$ cat src/rtl/mc_main_control.sv
`timescale 1ns/1ps
`default_nettype none
// ============================================================================
// Module   : mc_main_control
// Purpose  : Multicycle main control FSM. Sequences FETCH / DECODE / EXEC /
//            MEM / WB for R-type, LW, SW, BEQ and JMP, runs RSWP as two
//            register writes (SWAP1, SWAP2), handshakes with a shared memory
//            through mem_req/mem_ready and counts retired instructions.
// Revision : 1.0 - initial release
// ----------------------------------------------------------------------------
// Ports
//   clk, rst_n            clock (rising edge), asynchronous active-low reset
//   run                   level, keep fetching while high
//   clr_err               pulse, clears illegal/timeout (a new set wins)
//   opcode, func          IR fields, valid from DECODE onward
//   zero                  ALU zero flag (BEQ)
//   mem_ready             memory completes the current request this cycle
//   mem_req, iord         memory request / address select (0 PC, 1 ALU)
//   ir_load, pc_write     IR and PC load enables
//   pc_src                00 PC+4, 01 branch target, 10 jump target
//   alusrc .. mem2reg     datapath controls as in the single-cycle decoder
//   swap, swap_phase      RSWP writeback in progress / which half
//   aluop                 ALU operation (all ones when unused, zero in IDLE)
//   busy                  FSM not in IDLE
//   illegal, timeout      sticky error flags
//   instr_count           retired instructions, wraps
// Build option
//   MEM_TIMEOUT_EN        adds a memory wait counter; a wait of MEM_WAIT_MAX
//                         cycles without mem_ready aborts to IDLE and sets
//                         timeout. Undefined: waits forever, timeout = 0.
// ============================================================================
module mc_main_control #(
    parameter int ALUOP_W      = 4,
    parameter int CNT_W        = 16,
    parameter int MEM_WAIT_MAX = 15
) (
    input  logic               clk,
    input  logic               rst_n,
    input  logic               run,
    input  logic               clr_err,
    input  logic [5:0]         opcode,
    input  logic [5:0]         func,
    input  logic               zero,
    input  logic               mem_ready,
    output logic               mem_req,
    output logic               iord,
    output logic               ir_load,
    output logic               pc_write,
    output logic [1:0]         pc_src,
    output logic               alusrc,
    output logic               extop,
    output logic               regdst,
    output logic               regwrite,
    output logic               memwrite,
    output logic               mem2reg,
    output logic               swap,
    output logic               swap_phase,
    output logic [ALUOP_W-1:0] aluop,
    output logic               busy,
    output logic               illegal,
    output logic               timeout,
    output logic [CNT_W-1:0]   instr_count
);

    localparam logic [2:0] S_IDLE   = 3'd0;
    localparam logic [2:0] S_FETCH  = 3'd1;
    localparam logic [2:0] S_DECODE = 3'd2;
    localparam logic [2:0] S_EXEC   = 3'd3;
    localparam logic [2:0] S_MEM    = 3'd4;
    localparam logic [2:0] S_WB     = 3'd5;
    localparam logic [2:0] S_SWAP1  = 3'd6;
    localparam logic [2:0] S_SWAP2  = 3'd7;

    localparam logic [5:0] OP_RTYPE = 6'b000000;
    localparam logic [5:0] OP_LW    = 6'b100011;
    localparam logic [5:0] OP_SW    = 6'b101011;
    localparam logic [5:0] OP_BEQ   = 6'b000100;
    localparam logic [5:0] OP_JMP   = 6'b000010;
    localparam logic [5:0] OP_RSWP  = 6'b100000;

    localparam logic [5:0] F_ADD = 6'b100000;
    localparam logic [5:0] F_SUB = 6'b100010;
    localparam logic [5:0] F_AND = 6'b100100;
    localparam logic [5:0] F_OR  = 6'b100101;
    localparam logic [5:0] F_SLT = 6'b101010;

    logic [2:0] state;
    logic [2:0] next_state;
    logic [5:0] op_q;
    logic [5:0] func_q;
    logic       finish;
    logic       set_illegal;
    logic       set_timeout;
    logic       wait_expired;
    logic       func_legal;

    assign func_legal = (func == F_ADD) || (func == F_SUB) || (func == F_AND) ||
                        (func == F_OR)  || (func == F_SLT);

`ifdef MEM_TIMEOUT_EN
    localparam int WAIT_W = $clog2(MEM_WAIT_MAX + 1);

    logic [WAIT_W-1:0] wait_cnt;
    logic              in_wait;

    assign in_wait = (state == S_FETCH) || (state == S_MEM);
    // Counter holds the number of wait cycles already spent, so the cycle in
    // which it equals MAX-1 with no ready is the MAX-th cycle of waiting.
    assign wait_expired = in_wait && !mem_ready &&
                          (wait_cnt == WAIT_W'(MEM_WAIT_MAX - 1));

    always_ff @(posedge clk or negedge rst_n) begin
        if (!rst_n)
            wait_cnt <= '0;
        else if (in_wait && !mem_ready && !wait_expired)
            wait_cnt <= wait_cnt + WAIT_W'(1);
        else
            wait_cnt <= '0;
    end

    always_ff @(posedge clk or negedge rst_n) begin
        if (!rst_n)
            timeout <= 1'b0;
        else
            timeout <= set_timeout | (timeout & ~clr_err);
    end
`else
    logic unused_wait_cfg;
    assign unused_wait_cfg = (MEM_WAIT_MAX != 0);
    assign wait_expired    = 1'b0;
    assign timeout         = 1'b0;
`endif

    // State register
    always_ff @(posedge clk or negedge rst_n) begin
        if (!rst_n)
            state <= S_IDLE;
        else
            state <= next_state;
    end

    // Next-state logic
    always_comb begin
        next_state  = state;
        finish      = 1'b0;
        set_illegal = 1'b0;
        set_timeout = 1'b0;
        case (state)
            S_IDLE:   if (run) next_state = S_FETCH;
            S_FETCH: begin
                if (mem_ready) begin
                    next_state = S_DECODE;
                end else if (wait_expired) begin
                    next_state  = S_IDLE;
                    set_timeout = 1'b1;
                end
            end
            S_DECODE: begin
                case (opcode)
                    OP_RTYPE: begin
                        if (func_legal) next_state = S_EXEC;
                        else            set_illegal = 1'b1;
                    end
                    OP_LW, OP_SW, OP_BEQ: next_state = S_EXEC;
                    OP_JMP:               finish     = 1'b1;
                    OP_RSWP:              next_state = S_SWAP1;
                    default:              set_illegal = 1'b1;
                endcase
                if (set_illegal) next_state = S_IDLE;
            end
            S_EXEC: begin
                case (op_q)
                    OP_RTYPE:     next_state = S_WB;
                    OP_LW, OP_SW: next_state = S_MEM;
                    OP_BEQ:       finish     = 1'b1;
                    default:      next_state = S_IDLE;
                endcase
            end
            S_MEM: begin
                if (mem_ready) begin
                    if (op_q == OP_SW) finish     = 1'b1;
                    else               next_state = S_WB;
                end else if (wait_expired) begin
                    next_state  = S_IDLE;
                    set_timeout = 1'b1;
                end
            end
            S_WB:     finish     = 1'b1;
            S_SWAP1:  next_state = S_SWAP2;
            S_SWAP2:  finish     = 1'b1;
            default:  next_state = S_IDLE;
        endcase
        // A retiring instruction always completes; run only picks what follows.
        if (finish) next_state = run ? S_FETCH : S_IDLE;
    end

    // Output decode. DECODE looks at the live IR fields because op_q is only
    // loaded at the end of that cycle; later states use the latched copy.
    always_comb begin
        mem_req    = 1'b0;
        iord       = 1'b0;
        ir_load    = 1'b0;
        pc_write   = 1'b0;
        pc_src     = 2'b00;
        alusrc     = 1'b0;
        extop      = 1'b0;
        regdst     = 1'b0;
        regwrite   = 1'b0;
        memwrite   = 1'b0;
        mem2reg    = 1'b0;
        swap       = 1'b0;
        swap_phase = 1'b0;
        // IDLE is the reset state, so every output there is zero.
        aluop      = (state == S_IDLE) ? '0 : '1;
        busy       = (state != S_IDLE);
        case (state)
            S_FETCH: begin
                mem_req = 1'b1;
                if (mem_ready) begin
                    ir_load  = 1'b1;
                    pc_write = 1'b1;
                end
            end
            S_DECODE: begin
                if (opcode == OP_JMP) begin
                    pc_write = 1'b1;
                    pc_src   = 2'b10;
                end
            end
            S_EXEC: begin
                case (op_q)
                    OP_RTYPE: begin
                        case (func_q)
                            F_ADD:   aluop = ALUOP_W'(4'b0010);
                            F_SUB:   aluop = ALUOP_W'(4'b0110);
                            F_AND:   aluop = ALUOP_W'(4'b0000);
                            F_OR:    aluop = ALUOP_W'(4'b0001);
                            F_SLT:   aluop = ALUOP_W'(4'b0111);
                            default: aluop = '1;
                        endcase
                    end
                    OP_LW, OP_SW: begin
                        alusrc = 1'b1;
                        extop  = 1'b1;
                        aluop  = ALUOP_W'(4'b0010);
                    end
                    OP_BEQ: begin
                        extop    = 1'b1;
                        aluop    = ALUOP_W'(4'b0110);
                        pc_src   = 2'b01;
                        pc_write = zero;
                    end
                    default: aluop = '1;
                endcase
            end
            S_MEM: begin
                mem_req  = 1'b1;
                iord     = 1'b1;
                memwrite = (op_q == OP_SW);
            end
            S_WB: begin
                regwrite = 1'b1;
                mem2reg  = (op_q == OP_LW);
                regdst   = (op_q != OP_LW);
            end
            S_SWAP1: begin
                swap     = 1'b1;
                regwrite = 1'b1;
            end
            S_SWAP2: begin
                swap       = 1'b1;
                swap_phase = 1'b1;
                regwrite   = 1'b1;
            end
            default: busy = (state != S_IDLE);
        endcase
    end

    // Instruction field latch
    always_ff @(posedge clk or negedge rst_n) begin
        if (!rst_n) begin
            op_q   <= 6'd0;
            func_q <= 6'd0;
        end else if (state == S_DECODE) begin
            op_q   <= opcode;
            func_q <= func;
        end
    end

    // Sticky illegal flag; a new set outranks a simultaneous clear
    always_ff @(posedge clk or negedge rst_n) begin
        if (!rst_n)
            illegal <= 1'b0;
        else
            illegal <= set_illegal | (illegal & ~clr_err);
    end

    // Retired-instruction counter
    always_ff @(posedge clk or negedge rst_n) begin
        if (!rst_n)
            instr_count <= '0;
        else if (finish)
            instr_count <= instr_count + CNT_W'(1);
    end

endmodule
`default_nettype wire

$ cat config.mk
export PLATFORM = sky130hd
export DESIGN_NAME = mc_main_control
export DESIGN_NICKNAME = d
export VERILOG_FILES = /design/src/rtl/mc_main_control.sv
export SDC_FILE = /design/constraint.sdc
export NUM_CORES = 1
export LEC_CHECK = 0
export ABC_AREA = 1
export CORE_MARGIN = 2
export CORE_UTILIZATION = 30
export CTS_CLUSTER_SIZE = 16
export DETAILED_ROUTE_END_ITERATION = 10
export PLACE_DENSITY = 0.52
export SYNTH_ARGS = -nofsm -noshare
export SYNTH_HDL_FRONTEND = slang
export SYNTH_SLANG_ARGS = --single-unit
$ cat constraint.sdc
create_clock -name clk -period 2 [get_ports clk]
set_input_delay 0.6 -clock clk [delete_from_list [all_inputs] [get_ports clk]]
set_output_delay 0.6 -clock clk [all_outputs]
set_load 0.02 [all_outputs]
==> results of run 1 <==
worst max-delay path, stage by stage, from the launching register on:
cell and delay (ps):
dfrtp_1 440, buf_6 130, nand2_4 60, nor2_4 160, buf_4 130, nand2_2 60
o21ai_1 130, buf_4 150
power by group through the flow:
stage	sequential [W]	clock [W]	combinational, W
global placement	0.00101	0	0.00197
global route	0.00106	0.000565	0.00255
CTS	0.00102	0.000538	0.00215
detailed placement	0.00102	0	0.00198
floorplan	0.00109	0	0.000904
finish	0.00103	0.000519	0.00231
layout make-up:
class | count | share of cell area [%]
Clock buffer | 7 | 2.44
Timing Repair Buffer | 133 | 32.4
Inverter | 45 | 4.77
Sequential cell | 32 | 22.7
Clock inverter | 1 | 0.212
Multi-Input combinational cell | 213 | 34.7
Tap cell | 80 | 2.83
cell families after synthesis:
kind of cell	share of synthesized area (%)
simple gates	37.2
compound gates	7.36
xor+xnor	5.96
buf+inv	9.79
fa+ha+maj	0.608
flops	38.9
other cells	0.182
sequential cells by signal, indices dropped and copies added, names as in the netlist:
name,flops
state,3
instr_count,16
func_q,6
op_q,6
illegal,1
placed cells by master (no fill, tap or decap), types with 2 or more instances in the layout:
cell / count
a21oi_1: 5
buf_2: 2
buf_4: 79
buf_6: 19
clkbuf_8: 6
clkdlybuf4s15_1: 2
clkdlybuf4s50_1: 27
dfrtp_1: 31
dlygate4sd2_1: 2
inv_1: 33
inv_2: 12
nand2_1: 73
nand2_2: 7
nand2_4: 2
nand3_1: 16
nand3_2: 5
nand3_4: 5
nand4_1: 7
nor2_1: 21
nor2_2: 10
nor2_4: 10
nor3_1: 6
nor3_2: 3
o21ai_0: 18
o21ai_1: 3
xnor2_1: 2
xor2_1: 12
metrics by stage:
step,TNS [ps],instances
after global placement,-9780,476
after floorplan,0,295
final,-850,511
after CTS,-728,510
after global routing,-1870,511
after detailed placement,-10690,476
what timing repair did:
item,CTS,global route
endpoints found under the hold margin,0,0
endpoints found under the setup margin,30,21
pin swaps,16,17
gates resized for setup,144,43
buffers inserted,26,2
per-layer routing:
metal | vias to the layer above | global-route usage (%) | wire, um
met5 | - | 0 | 0
met4 | 0 | 4.69 | 52
met3 | 5 | 3.14 | 279
met2 | 60 | 29.4 | 3020
met1 | 1079 | 24.2 | 3030
li1 | 1199 | - | -
path summary, 6_finish.rpt:
path | start | endpoint | cells after the start | slack [ps]
hold / removal | func_q[5] | func_q[5] | 2 | 490
min in group asynchronous | rst_n | func_q[4] | 2 | 720
setup reg to reg | op_q[3] | state[0] | 13 | 160
hold reg to reg | func_q[5] | func_q[5] | 2 | 490
setup / recovery | state[1] | aluop[3] | 7 | -150
max in group asynchronous | rst_n | op_q[2] | 2 | 960
==> flow_summary_export.csv, run 1 <==
group,metric,value,unit
floorplan,initial_core_util,30.6,%
grt,overflow,0,
grt,grt_use_total,17.9,%
final_layout,multi_input_area,1230,sq um
synthesis,synth_top_cells_by_count,"79 x nand2_1, 43 x inv_1, 33 x nor2_1",
final_layout,layout-drive-gt1-share,38.3,%
routing,drt-initial-drc-count,104,
routing,wl_per_cell,12.5,um
routing,viasPerCell,4.59,
sta,fin_ws,-151,ps
worst_setup_path,cp_max_fo,5,
synthesis,synthTopCellsByArea,"dfrtp_1 39%, nand2_1 14%, inv_1 7.8%",
sta,fmax,465,MHz
pwr,pwr-share-clk,13.5,%
sta,fin_crit_sh,108,%
synthesis,synth-main-ff-cell,"dfrtp_1",
worst_setup_path,cp.arrival,1550,ps
synthesis,synth_warnings,0,
synthesis,synth_edf_count,0,
final_layout,area_growth,71.9,%
pwr,power.share.combinational,59.9,%
final_layout,nets,449,
final_layout,diodes,0,
synthesis,ys_ff_latch,32,
floorplan,die_x,86.8,um
clocking,hold_buffers,0,
synthesis,synth-seq-area-share,38.9,%
placement,place.gp.congestion,0.861,
flow_run,drv_cap,0,
worst_setup_path,start_kind,"flip-flop",
pwr,power_frac_seq,26.6,%
grt,antenna_found_initial,0,
routing,detail_route.first_pass.iterations,4,
final_layout,seq_area,802,sq um
sta,whs,487,ps
run_status,outcome,"finished with violations",
synthesis,yosysTopAreaCellShare,38.9,%
final_layout,fillerInstances,663,
clocking,htreeDepth,2,
sta,hold_violations,0,
final_layout,design_area,3540,sq um
pwr,power.density,1090,nW/um^2
clocking,clk_latency,280,ps
pwr,report.power.total,0.00385,W
min_path,hp-class,"flip-flop to flip-flop",
synthesis,syn_area,2060,sq um
clocking,clock_sinks,32,
floorplan,dieArea,7540,sq um
clocking,cts_inserted_buffers,5,
routing,drc_errors,0,
floorplan,core_area,6720,sq um
placement,post-dp-hpwl,4610,um
placement,pre_cts_ws,-977,ps
worst_setup_path,endpoint_kind,"primary output",
grt,grt_max_degree,33,
pwr,peakVddDrop,0.000441,V
placement,io_buffers,53,
sta,period_needed,2150,ps
floorplan,die_y,86.8,um
pwr,switching_share,42.2,%
synthesis,synthCells,295,
synthesis,yosysUniqueCellTypes,29,
clocking,clkTransAtPathRegs,70,ps
worst_setup_path,cp.required,1400,ps
clocking,cts_root_buf,"clkbuf_8",
synthesis,synth.avg_cell_area,6.98,sq um
sta,setup-violations-final,10,
floorplan,row_count,30,
grt,grt_pass1_wl,10700,um
pwr,p_int,0.00223,W
placement,place_area,3050,sq um
synthesis,synth_area_leader_cell,"dfrtp_1",
pwr,p_sw,0.00163,W
floorplan,ios,55,
sta,skew,7.33,ps
worst_setup_path,crit_type,"flip-flop to primary output",
clocking,cts_buffer_depth,2,
clocking,cts_tree,"built",
pwr,leakagePower,1.74,nW
sta,report.final.slew_viol_count,0,
synthesis,synth.most_common_cell,"nand2_1",
routing,wl,6380,um
synthesis,synth_nets,314,
routing,ant_nets,0,
routing,vias,2343,
final_layout,fin_util,52.7,%
grt,first_global_vias,2342,
run_status,violations,"negative setup slack",
sta,rsz0062_at_grt,"yes",
synthesis,async_flop_share,100,%
(Power assumes the default switching activity.)
==> run 2: changes to the inputs <==
--- a/config.mk
+++ b/config.mk
@@ -11,6 +11,7 @@
 export CTS_CLUSTER_SIZE = 16
 export DETAILED_ROUTE_END_ITERATION = 10
 export PLACE_DENSITY = 0.52
+export REMOVE_ABC_BUFFERS = 1
 export SYNTH_ARGS = -nofsm -noshare
 export SYNTH_HDL_FRONTEND = slang
 export SYNTH_SLANG_ARGS = --single-unit
==> flow_summary_export.csv, run 2 (synthesis gave the netlist of run 1 again) <==
group,metric,value,unit
placement,place_area,3100,sq um
sta,hold_violations,0,
clocking,htreeDepth,2,
worst_setup_path,slowest_stage,"dfrtp_1",
routing,wl_met2,2930,um
sta,period_needed,2140,ps
min_path,hp-class,"flip-flop to flip-flop",
sta,fin_crit_sh,107,%
pwr,power.density,1170,nW/um^2
clocking,hold_buffers,0,
run_status,outcome,"finished with violations",
final_layout,layout-drive-gt1-share,36.3,%
clocking,cts_root_buf,"clkbuf_8",
final_layout,final_common_cell,"buf_4",
flow_run,drv_cap,0,
worst_setup_path,cp.required,1400,ps
pwr,leakagePower,1.69,nW
routing,detail_route.first_pass.iterations,4,
final_layout,fin_util,50.6,%
pwr,peakVddDrop,0.000547,V
pwr,p_sw,0.00162,W
worst_setup_path,cp.arrival,1540,ps
final_layout,area_growth,65.0,%
routing,ant_nets,0,
floorplan,dieArea,7540,sq um
grt,grt_max_degree,33,
pwr,power_frac_seq,25.9,%
worst_setup_path,cp_common_cell,"buf_4",
sta,skew,11.0,ps
run_status,violations,"negative setup slack",
worst_setup_path,cp_num_buf_inv,3,
routing,vias,2263,
worst_setup_path,cp_max_fo,4,
floorplan,initial_core_util,30.6,%
sta,fmax,468,MHz
clocking,clkTransAtPathRegs,60,ps
routing,drt-initial-drc-count,85,
pwr,p_int,0.00235,W
worst_setup_path,crit_family,"buffers and inverters",
placement,io_buffers,53,
routing,dr.max_layer_used,"met4",
placement,place.gp.congestion,0.846,
final_layout,design_area,3400,sq um
sta,report.final.slew_viol_count,0,
grt,grt_use_total,16.8,%
final_layout,diodes,0,
final_layout,mostFrequentLayoutCells,"74 x buf_4, 72 x nand2_1, 35 x inv_1",
pwr,pwr-share-clk,15.3,%
floorplan,die_x,86.8,um
sta,setup-violations-final,9,
final_layout,largest_reg_flops,16,
sta,fin_ws,-137,ps
sta,rsz0062_at_grt,"yes",
worst_setup_path,start_kind,"flip-flop",
grt,first_global_vias,2216,
grt,antenna_found_initial,0,
routing,wl_per_cell,12.2,um
routing,drc_errors,0,
placement,post-dp-hpwl,4620,um
grt,overflow,0,
floorplan,die_y,86.8,um
floorplan,row_count,30,
clocking,cts_tree,"built",
worst_setup_path,path_cells,"buf_4, buf_4, nor3_2, nand2_2, nor3_2, buf_4",
pwr,power.share.combinational,58.8,%
clocking,cts_inserted_buffers,5,
final_layout,top_regs,"instr_count (16), func_q (6), op_q (6)",
routing,wl_met3,190,um
grt,grt_pass1_wl,10100,um
final_layout,nets,440,
floorplan,core_area,6720,sq um
clocking,cts_buffer_depth,2,
worst_setup_path,crit_type,"flip-flop to primary output",
worst_setup_path,endpoint_kind,"primary output",
worst_setup_path,critical_path.max_stage_delay,420,ps
routing,wl,6110,um
pwr,report.power.total,0.00397,W
floorplan,ios,55,
routing,viasPerCell,4.51,
final_layout,top_register,"instr_count",
routing,wl_met1,2930,um
clocking,clk_latency,290,ps
pwr,switching_share,40.8,%
clocking,clock_sinks,32,
-- run 2: cell count changes in the layout (fill, tap and decap cells not counted), moves of 2 or more --
cell / before / now
buf_2: 2 / 9
buf_4: 79 / 74
buf_6: 19 / 10
inv_1: 33 / 35
inv_2: 12 / 10
nand2_2: 7 / 9
nand3_4: 5 / 3
nor2_1: 21 / 23
-- run 2: area by class of cell --
| class | count | area (sq um) |
|---|---|---|
| Multi-Input combinational cell | 213 | 1200 |
| Timing Repair Buffer | 124 | 1020 |
| Fill cell | 664 | 3320 |
| Inverter | 45 | 169 |
| Clock buffer | 6 | 72.6 |
| Sequential cell | 32 | 803 |
| Clock inverter | 2 | 35.0 |
| Tap cell | 80 | 100 |
-- run 2: timing repair --
item / in CTS / in global routing
pin swaps: 12 / 11
setup endpoints to repair: 26 / 19
buffers inserted: 11 / 2
gates cloned: 0 / 0
gates resized for setup: 148 / 21
-- run 2: path summary, 6_finish.rpt --
path / from / to / slack (ps) / cells past startpoint
max: op_q[3] / mem2reg / -140 / 6
min: func_q[5] / func_q[5] / 490 / 2
max reg2reg: op_q[0] / state[0] / 120 / 14
min reg2reg: func_q[5] / func_q[5] / 490 / 2
max in group asynchronous: rst_n / op_q[2] / 960 / 2
min in group asynchronous: rst_n / op_q[1] / 720 / 2
-- run 2: per-stage QoR --
step | TNS (ps) | worst slack (ps) | cells | hold slack [ps]
after floorplan | -57.2 | -57.2 | 290 | 304
after global placement | -10150 | -913 | 482 | 458
after detailed placement | -10600 | -941 | 482 | 477
after CTS | -974 | -171 | 501 | 491
after global routing | -2140 | -285 | 502 | 531
final | -894 | -137 | 502 | 487
-- run 2: layer usage --
layer  GRT usage [%]  vias to the layer above
met3            2.86                        5
li1                -                     1176
met5               0                        -
met2            27.8                       37
met4            3.84                        0
met1            23.0                     1045
-- run 2: power by group through the flow --
stage          combinational [W]  clock [W]  sequential, W
2_1_floorplan           0.000888          0        0.00109
3_5_place_dp             0.00204          0        0.00102
4_1_cts                  0.00225   0.000627        0.00102
6_report                 0.00234   0.000608        0.00103
5_1_grt                  0.00257   0.000662        0.00106
3_3_place_gp             0.00202          0        0.00101
-- run 2: worst register-to-register path, stage by stage, from the launching register on --
cell	delay [ps]
dfrtp_1	390
buf_4	140
nand2_1	80
inv_2	60
nand3_4	90
buf_4	150
nor2_4	30
buf_4	120
nand2_2	60
nand3_4	180
buf_4	210
nor2_1	80
nand2_1	60
nand3_1	80
nand2_1	60
==> run 3: changes to the inputs <==
--- a/config.mk
+++ b/config.mk
@@ -6,11 +6,13 @@
 export NUM_CORES = 1
 export LEC_CHECK = 0
 export ABC_AREA = 1
+export CELL_PAD_IN_SITES_DETAIL_PLACEMENT = 0
+export CELL_PAD_IN_SITES_GLOBAL_PLACEMENT = 1
 export CORE_MARGIN = 2
 export CORE_UTILIZATION = 30
 export CTS_CLUSTER_SIZE = 16
 export DETAILED_ROUTE_END_ITERATION = 10
-export PLACE_DENSITY = 0.52
+export PLACE_DENSITY = 0.7
 export REMOVE_ABC_BUFFERS = 1
 export SYNTH_ARGS = -nofsm -noshare
 export SYNTH_HDL_FRONTEND = slang
==> flow_summary_export.csv, run 3 (synthesis gave the netlist of run 1 again) <==
group,metric,value,unit
run_status,outcome,"finished with violations",
run_status,violations,"negative setup slack",
routing,vias,2286,
clocking,clkTransAtPathRegs,70,ps
floorplan,die_y,86.8,um
sta,setup-violations-final,10,
sta,fin_ws,-107,ps
grt,grt_pass1_wl,10300,um
routing,wl_per_cell,11.9,um
pwr,leakagePower,1.74,nW
routing,detail_route.first_pass.iterations,4,
clocking,cts_tree,"built",
routing,wl,6010,um
placement,pre_cts_ws,-975,ps
final_layout,final_common_cell,"nand2_1",
routing,drt-initial-drc-count,77,
routing,drc_errors,0,
min_path,hp-class,"flip-flop to flip-flop",
worst_setup_path,cp_num_buf_inv,5,
final_layout,fillerInstances,671,
floorplan,dieArea,7540,sq um
grt,overflow,0,
routing,ant_nets,0,
clocking,cts_buffer_depth,2,
clocking,hold_buffers,0,
final_layout,mostFrequentLayoutCells,"73 x nand2_1, 71 x buf_4, 35 x inv_1",
final_layout,diodes,0,
worst_setup_path,start_kind,"flip-flop",
placement,post-dp-hpwl,4520,um
clocking,clock_sinks,32,
flow_run,drv_cap,0,
placement,place.gp.congestion,0.880,
sta,period_needed,2110,ps
grt,grt_use_total,17.2,%
floorplan,row_count,30,
pwr,power.density,1150,nW/um^2
worst_setup_path,cp_common_cell,"buf_6",
clocking,cts_inserted_buffers,5,
pwr,pwr-share-clk,15.1,%
final_layout,nets,442,
sta,whs,494,ps
pwr,power.share.combinational,58.9,%
placement,place_area,3080,sq um
worst_setup_path,critical_path.max_stage_delay,400,ps
routing,viasPerCell,4.54,
worst_setup_path,crit_type,"flip-flop to primary output",
sta,rsz0062_at_grt,"yes",
final_layout,area_growth,68.9,%
final_layout,top_register,"instr_count",
pwr,p_sw,0.00165,W
worst_setup_path,endpoint_kind,"primary output",
sta,report.final.slew_viol_count,0,
final_layout,top_regs,"instr_count (16), func_q (6), op_q (6)",
pwr,power_frac_seq,26.0,%
final_layout,fin_util,51.7,%
pwr,p_int,0.00236,W
final_layout,layout-drive-gt1-share,37.3,%
floorplan,die_x,86.8,um
clocking,cts_root_buf,"clkbuf_8",
worst_setup_path,cp.required,1400,ps
floorplan,ios,55,
worst_setup_path,slowest_stage,"dfrtp_1",
worst_setup_path,crit_family,"buffers and inverters",
placement,io_buffers,53,
worst_setup_path,cp.arrival,1510,ps
floorplan,core_area,6720,sq um
floorplan,initial_core_util,30.6,%
pwr,peakVddDrop,0.000570,V
grt,grt_max_degree,33,
grt,antenna_found_initial,0,
clocking,clk_latency,280,ps
sta,skew,8.50,ps
sta,hold_violations,0,
sta,fmax,475,MHz
worst_setup_path,cp_max_fo,6,
sta,fin_crit_sh,105,%
final_layout,largest_reg_flops,16,
grt,first_global_vias,2276,
pwr,switching_share,41.1,%
worst_setup_path,path_cells,"buf_6, nand2_4, inv_4, nand3_4, buf_6, buf_4, nand3_2, nand2_2, buf_6",
clocking,htreeDepth,2,
final_layout,design_area,3480,sq um
==> run 3: cell count changes in the layout (fill, tap and decap cells not counted), moves of 2 or more <==
cell and change:
buf_6 +4, buf_4 -3, buf_8 +2, nand2_2 -2, nor2_1 -2, nor2_4 +2, nor3_2 -2
==> run 3: power by group through the flow <==
stage / Sequential, W / Clock [W] / Combinational [W]
2_1_floorplan: 0.00109 / 0 / 0.000888
3_3_place_gp: 0.00101 / 0 / 0.00201
3_5_place_dp: 0.00102 / 0 / 0.00203
4_1_cts: 0.00102 / 0.000625 / 0.00224
5_1_grt: 0.00107 / 0.000654 / 0.00260
6_report: 0.00104 / 0.000607 / 0.00236
==> run 3: timing repair <==
item,4_1_cts,5_1_grt
gates resized for setup,151,35
setup endpoints to repair,32,23
gates cloned,0,0
setup buffers,16,2
pin swaps,16,16
==> run 3: cell type report <==
cell class / instances / area, sq um / area share [%]
well taps: 80 / 100 / 2.88
flip-flops and latches: 32 / 803 / 23.1
repair buffers: 126 / 1070 / 30.9
inverters: 45 / 171 / 4.93
clock buffers: 6 / 72.6 / 2.09
clock inverters: 2 / 35.0 / 1.01
multi-input cells: 213 / 1220 / 35.1
==> run 3: metrics by stage <==
stage	power [W]	instances	TNS [ps]
final	0.00401	504	-565
after global routing	0.00433	504	-1530
after CTS	0.00388	504	-941
after detailed placement	0.00304	480	-11290
after global placement	0.00302	480	-10150
after floorplan	0.00198	290	-57.2
==> run 3: worst reg2reg max path, delay by kind of cell (launching register included) <==
family,cells,cell delay (ps)
AND/OR/NAND/NOR,8,710
buffers and inverters,4,580
flip-flops,1,450
==> run 3: routing by layer <==
metal | routed length [um] | global-route usage [%] | up-vias | part of all wire, %
met2 | 2890 | 30.0 | 40 | 48
met4 | 46 | 3.41 | 0 | 0.77
met1 | 2870 | 22.2 | 1053 | 48
li1 | - | - | 1188 | -
met5 | 0 | 0 | - | 0
met3 | 203 | 3.05 | 5 | 3.4
==> run 3: worst paths after layout <==
check	endpoint	cells past startpoint	startpoint	slack (ps)
setup / recovery	aluop[2]	9	op_q[0]	-110
max in group asynchronous	op_q[4]	2	rst_n	960
min in group asynchronous	func_q[4]	2	rst_n	720
setup reg to reg	state[0]	12	op_q[2]	140
hold reg to reg	func_q[5]	2	func_q[5]	490
hold / removal	func_q[5]	2	func_q[5]	490
